File: src/rtl/stim_seq4.sv
// stim_seq4: steps a 4-input netlist through all 16 input vectors.
// Each vector is held HOLD_CYCLES cycles, and 'sample' marks the last cycle.
// The order can be binary, Gray or LFSR.
// Optional macro STIM_CAPTURE_EN adds the resp_in/resp ports. When it is
// defined, the downstream output is captured into a truth table indexed by
// vector value.
module stim_seq4 #(
  parameter int HOLD_CYCLES = 4
) (
  input  logic        clk,
  input  logic        rst,
  input  logic        start,
  input  logic        stop,
  input  logic [1:0]  mode,
  output logic        a,
  output logic        b,
  output logic        c,
  output logic        d,
  output logic [3:0]  vec_idx,
  output logic        sample,
  output logic        busy,
  output logic        done
`ifdef STIM_CAPTURE_EN
  ,
  input  logic        resp_in,
  output logic [15:0] resp
`endif
);

  typedef enum logic [1:0] {IDLE, HOLD, DONE} state_t;

  localparam logic [7:0] HOLD_M1 = 8'(HOLD_CYCLES - 1);

  state_t     state, state_d;
  logic [1:0] mode_q;
  logic [7:0] cnt;
  logic [3:0] idx;
  logic [3:0] lfsr;
  logic [3:0] vec;
  logic       accept;
  logic       last;

  // State register
  always_ff @(posedge clk or posedge rst) begin
    if (rst) state <= IDLE;
    else     state <= state_d;
  end

  // Next state. stop overrides everything, including a concurrent start.
  always_comb begin
    state_d = state;
    accept  = 1'b0;
    last    = (state == HOLD) && (cnt == HOLD_M1);
    case (state)
      IDLE, DONE: if (start) begin
        state_d = HOLD;
        accept  = 1'b1;
      end
      HOLD: if (last && idx == 4'd15) state_d = DONE;
      default: state_d = IDLE;
    endcase
    if (stop) begin
      state_d = IDLE;
      accept  = 1'b0;
    end
  end

  // Hold counter, vector index and LFSR state. The mode is frozen at accept.
  always_ff @(posedge clk or posedge rst) begin
    if (rst) begin
      cnt    <= '0;
      idx    <= '0;
      lfsr   <= 4'd1;
      mode_q <= '0;
    end else if (accept) begin
      cnt    <= '0;
      idx    <= '0;
      lfsr   <= 4'd1;
      mode_q <= mode;
    end else if (stop) begin
      cnt <= '0;
      idx <= '0;
    end else if (state == HOLD) begin
      if (last) begin
        cnt  <= '0;
        idx  <= idx + 4'd1;
        lfsr <= {lfsr[2:0], lfsr[3] ^ lfsr[2]};
      end else begin
        cnt <= cnt + 8'd1;
      end
    end
  end

  // Vector value for the current index.
  // The LFSR never reaches 0000, so index 15 is forced to 0000 to complete
  // the set of 16 values.
  always_comb begin
    case (mode_q)
      2'b01:   vec = idx ^ (idx >> 1);
      2'b10:   vec = (idx == 4'd15) ? 4'd0 : lfsr;
      default: vec = idx;
    endcase
  end

  assign busy         = (state == HOLD);
  assign done         = (state == DONE);
  assign sample       = last;
  assign {a, b, c, d} = busy ? vec : 4'd0;
  assign vec_idx      = busy ? idx : 4'd0;

`ifdef STIM_CAPTURE_EN
  // Truth-table capture, indexed by vector value rather than by vec_idx
  always_ff @(posedge clk or posedge rst) begin
    if (rst)         resp      <= '0;
    else if (accept) resp      <= '0;
    else if (last)   resp[vec] <= resp_in;
  end
`endif

endmodule

File: config.mk
export PLATFORM = sky130hd
export DESIGN_NAME = stim_seq4
export DESIGN_NICKNAME = d
export VERILOG_FILES = /design/src/rtl/stim_seq4.sv
export SDC_FILE = /design/constraint.sdc
export NUM_CORES = 1
export LEC_CHECK = 0
export CORE_MARGIN = 2
export CORE_UTILIZATION = 35
export CTS_CLUSTER_SIZE = 40
export DETAILED_ROUTE_END_ITERATION = 16
export SYNTH_ARGS = -nofsm -noshare
export SYNTH_HDL_FRONTEND = slang
export SYNTH_SLANG_ARGS = --single-unit
File: constraint.sdc
create_clock -name clk -period 2.1 [get_ports clk]
set_input_delay 0.63 -clock clk [delete_from_list [all_inputs] [get_ports clk]]
set_output_delay 0.63 -clock clk [all_outputs]
set_load 0.03 [all_outputs]
# Word-level counts from Yosys, hierarchy flattened
# Cells that the tools add are included.
[totals]
inputBits = 6
output_inout_bits = 11
reg_bits = 20
word_cells = 52
[op_classes]
eq_ne = 9
mux = 23
n_reduce_logical = 11
n_bitwise = 2
addsub = 2
[ops]
columns = ["operator", "count"]
rows = [
  ["4-bit 2-to-1 mux", 11],
  ["8-bit 2-to-1 mux", 4],
  ["8-bit by 1-bit adder with 8-bit output, second input constant", 1],
  ["8-bit by 2-bit == test with 1-bit output, second input constant", 1],
  ["4-bit case mux with 2 select lines", 1],
  ["2-bit 2-to-1 mux", 3],
  ["3-bit nonzero test", 2],
  ["4-bit by 1-bit adder with 4-bit output, second input constant", 1],
  ["2-bit by 1-bit == test with 1-bit output, second input constant", 2],
  ["2-bit == test, second input constant", 2],
  ["4-bit == test, second input constant", 1],
  ["2-bit case mux with 2 select lines", 1],
  ["2-bit AND reduction", 2],
  ["2-bit nonzero test", 2],
  ["4-bit by 3-bit XOR with 4-bit output", 1],
  ["1-bit 2-to-1 mux", 3],
  ["3-bit by 2-bit inequality test with 1-bit output, second input constant", 1],
  ["3-bit inequality test, second input constant", 1],
  ["3-bit AND reduction", 1],
  ["1-bit logical AND", 2],
  ["2-bit zero test", 1],
  ["2-bit by 1-bit inequality test with 1-bit output, second input constant", 1],
  ["2-bit OR reduction", 1],
  ["1-bit XOR", 1],
]

# Depth between registers and ports, before layout
[logic_depth]
ltp_word = 6
depth_mapped = 7

# Worst setup path after synthesis
# No wires, ideal clock.
[synth_path]
path_type = "register -> output"
from = "register idx[0]"
to = "output port b"
n_path_buf = 0
arrival_ns = 1.707
required_ns = 1.470
stages_incl_launch_ff = 6
setup_slack_ns = -0.237
path_cell_list = "dfrtp_1 ha_1 nand2_1 and2_1 a221oi_1 a211oi_1"
[synth_between]
elab_chain_cells = 4
[synth_lines]
columns = ["element", "line", "rtl"]
rows = [
  ["start, declared", "37", "logic [3:0] idx;"],
  ["start signal, assigned", "86", "idx <= idx + 4'd1;"],
  ["4-bit == test", "100", "2'b10: vec = (idx == 4'd15) ? 4'd0 : lfsr;"],
  ["4-bit 2-to-1 mux", "100", ""],
  ["4-bit case mux with 2 select lines", "98", "case (mode_q)"],
  ["4-bit 2-to-1 mux", "108", "assign {a, b, c, d} = busy ? vec : 4'd0;"],
  ["end, declared", "16", "output logic b,"],
]
# Every way passes these cells.

# Worst setup path in the final report
[layout_path]
from = "register idx[2]"
to = "output port c"
[layout_between]
elab_chain_cells = 4
word_cells_on_any_way = 5
classes_between = "eq/ne: 1; mux: 3; bitwise: 1"
[layout_lines]
columns = ["element", "line", "rtl"]
rows = [
  ["4-bit == test", "100", ""],
  ["4-bit 2-to-1 mux", "100", ""],
  ["4-bit case mux with 2 select lines (*)", "98", ""],
  ["4-bit 2-to-1 mux (*)", "108", ""],
  ["end, declared", "17", "output logic c,"],
]
# Every way passes the cells marked *; elsewhere a longest branch is shown, timed or not.

==> impl_metrics.ini <==
[yosys]
ys_ff_latch = 20
async_flop_share_pct = 100.0
synth-seq-area-share_pct = 42.39
yosysMostFrequentCell = dfrtp_1
yosys.area.top_type = dfrtp_1
ys_warn_count = 0
synthDistinctLibCells = 34
synth_area_leaders = dfrtp_1 (40%), ha_1 (7.4%), a21oi_1 (4.2%)
post_synth.cell_area_avg_um2 = 9.394
synthFlopType = dfrtp_1
syn_inst = 126
synth_top_area_share_pct = 40.17
syn_nets = 139
synth_edf_count = 0
synth.top_cells.by_count = dfrtp_1 (19), nand2_1 (12), nor2_1 (12), a21oi_1 (10)
syn_area_um2 = 1184

[floorplanning]
die_h_um = 62.16
num_rows = 21
core-area_um2 = 3284
ios = 17
die_area_um2 = 3863
start_util_pct = 36.04
dieWidth_um = 62.16

[critical_path]
cp.arrival_ps = 1590
r2r_slack_ps = 190
reg2regPathDepth = 7
timing.rr.start = cnt[7]
path_class = reg2out
crit_required_ps = 1470
rr_endpoint = idx[3]
critical_path.cell_chain = buf_4 > ha_4 > a221oi_2 > nor3_2 > buf_4
critical_path.max_stage_delay_ps = 400
path_max_fanout = 3
start_kind = register
end_kind = output pin
slowest_stage = dfrtp_1
crit_top_cell = buf_4

[clocking]
root_buffer = clkbuf_4
cts_buffer_depth = 2
cts_tree = done
cts_inserted_buffers = 3
cts_sinks = 20
cts-hold-fix-buffers = 0
clk_pin_slew_worst_paths_ps = 120
clk_latency_ps = 310
ctsHtreeMaxLevel = 1

[worst_hold_path]
worstHoldStart = lfsr[0]
holdPathEnd = lfsr[0]
hp-class = reg2reg
holdPathStages = 2

[sta]
setup_viol = 4
rsz0062_at_grt = true
drv_slew = 0
fin_setup_tns_ps = -419.0
fin_worst_skew_ps = 1.701
tightest_slew_ps = 358.0
min_period_ps = 2216
hold_violations = 0
whs_ps = 509.0
post-route-period-util_pct = 105.5
fmax_mhz = 451.2
relSlewSlack_pct = 75.95
setup_slack_ps = -116.4

[finish]
insertedDiodeCount = 0
finalNetCount = 176
final_area_um2 = 1640
area_growth_pct = 38.58
utilization_pct = 49.94
drive_gt1_share_pct = 36.42

[detailed_routing]
ant_nets = 0
first_pass_iters = 4
wl_per_cell_um = 13.79
drt_iter0_drc = 41
drt_wl_total_um = 2869
drc = 0
via_per_inst = 5.111
via_count = 1063

[run_status]
outcome = finished with violations
violations = negative setup slack

[global_routing]
grt_use_total_pct = 15.80
grt.met2_usage_pct = 29.89
grt_util_met3_pct = 3.442
grt_max_degree = 21
antenna_found_initial = 0
grt_pass1_wl_um = 4857
grtUsageMet1_pct = 18.18
overflow = 0
busiest_layer = met2
grt_pass1_vias = 1095

[placed_design]
dp_slack_ps = -31.24
numPortBuffers = 16
hpwl_um = 2062
postPlaceCellArea_um2 = 1440
gp_congestion = 0.8182

[job]
drv_cap = 0

[pwr]
powerDensity_nw_per_um2 = 516.2
ir_drop_mv = 0.3154
leakagePower_nw = 0.7199
==> worst max-delay path: cells and delay by family, from the launching register on <==
kind                       cells  cell delay [ps]
AOI/OAI and AO/OA              1              260
adders and majority gates      1              230
buffers and inverters          2              320
DFF                            1              400
and+or+nand+nor                1               70
==> through the flow <==
stage,instances,power [mW]
6_report,208,0.8467
5_1_grt,208,0.8840
4_1_cts,205,0.8528
3_5_place_dp,194,0.5877
3_3_place_gp,194,0.5811
2_1_floorplan,126,0.5316
==> cell type report <==
| cell class | count | area (µm²) |
|---|---|---|
| inverters | 7 | 31.28 |
| clock buffers | 4 | 36.28 |
| fillers | 308 | 1644 |
| well taps | 46 | 57.56 |
| flip-flops and latches | 20 | 503.0 |
| multi-input cells | 96 | 724.4 |
| repair buffers | 35 | 287.8 |
==> timing repair <==
action,in CTS,in global routing
resized for setup,20,3
buffers inserted,7,3
pin swaps,6,8
endpoints found under the setup margin,11,5
==> sequential cells by signal, indices dropped and copies added (netlist names) <==
signal and flops:
cnt 8, idx 4, lfsr 4, mode_q 2, state 2
==> per-layer routing <==
layer | part of all wire (%) | routed length (µm)
met5 | 0 | 0
met4 | 1.4 | 41
met3 | 3.2 | 91
met2 | 52 | 1499
met1 | 43 | 1236
==> layout by cell type (no fill, tap or decap), types with 2 or more instances in the layout <==
master / synthesis / final
o21ai_0: 7 / 7
ha_2: 0 / 2
or3_1: 3 / 3
nand2_1: 12 / 11
buf_4: 0 / 26
a22o_1: 3 / 3
clkbuf_4: 0 / 3
and2_1: 4 / 3
a211oi_1: 3 / 2
inv_1: 6 / 4
a21oi_1: 10 / 9
nand3_1: 3 / 3
clkdlybuf4s50_1: 0 / 5
dfrtp_1: 19 / 18
a221oi_2: 0 / 3
xnor2_1: 2 / 2
inv_2: 0 / 2
nand4_1: 2 / 2
ha_4: 0 / 3
nor2_1: 12 / 12
nor3_2: 0 / 2
buf_6: 1 / 3
nor2b_1: 4 / 4
nand2b_1: 3 / 2
o31ai_1: 2 / 2
xor2_1: 2 / 2
ha_1: 7 / 2
nand3b_1: 2 / 2
==> worst max-delay path by stage <==
stage / to / from
2_1_floorplan: a / idx[0]
3_3_place_gp: d / idx[1]
3_5_place_dp: cnt[5] / start
4_1_cts: c / idx[1]
5_1_grt: c / idx[1]
6_report: c / idx[2]
==> power breakdown <==
part / internal (mW) / switching (mW)
logic: 0.0902 / 0.116
registers: 0.395 / 0.0125
clock network: 0.106 / 0.127
==> cells by family (layout without fill, tap and decap cells) <==
| family | count (synthesis) | after routing | synth area share (%) |
|---|---|---|---|
| and+or+nand+nor | 53 | 53 | 25.58 |
| xor gates and xnor gates | 4 | 4 | 2.960 |
| DFF | 20 | 20 | 42.39 |
| adders and majority gates | 7 | 7 | 7.399 |
| AOI/OAI and AO/OA | 32 | 32 | 17.44 |
| buffers and inverters | 10 | 46 | 4.228 |
No activity file was read; power rests on OpenSTA's default activity.
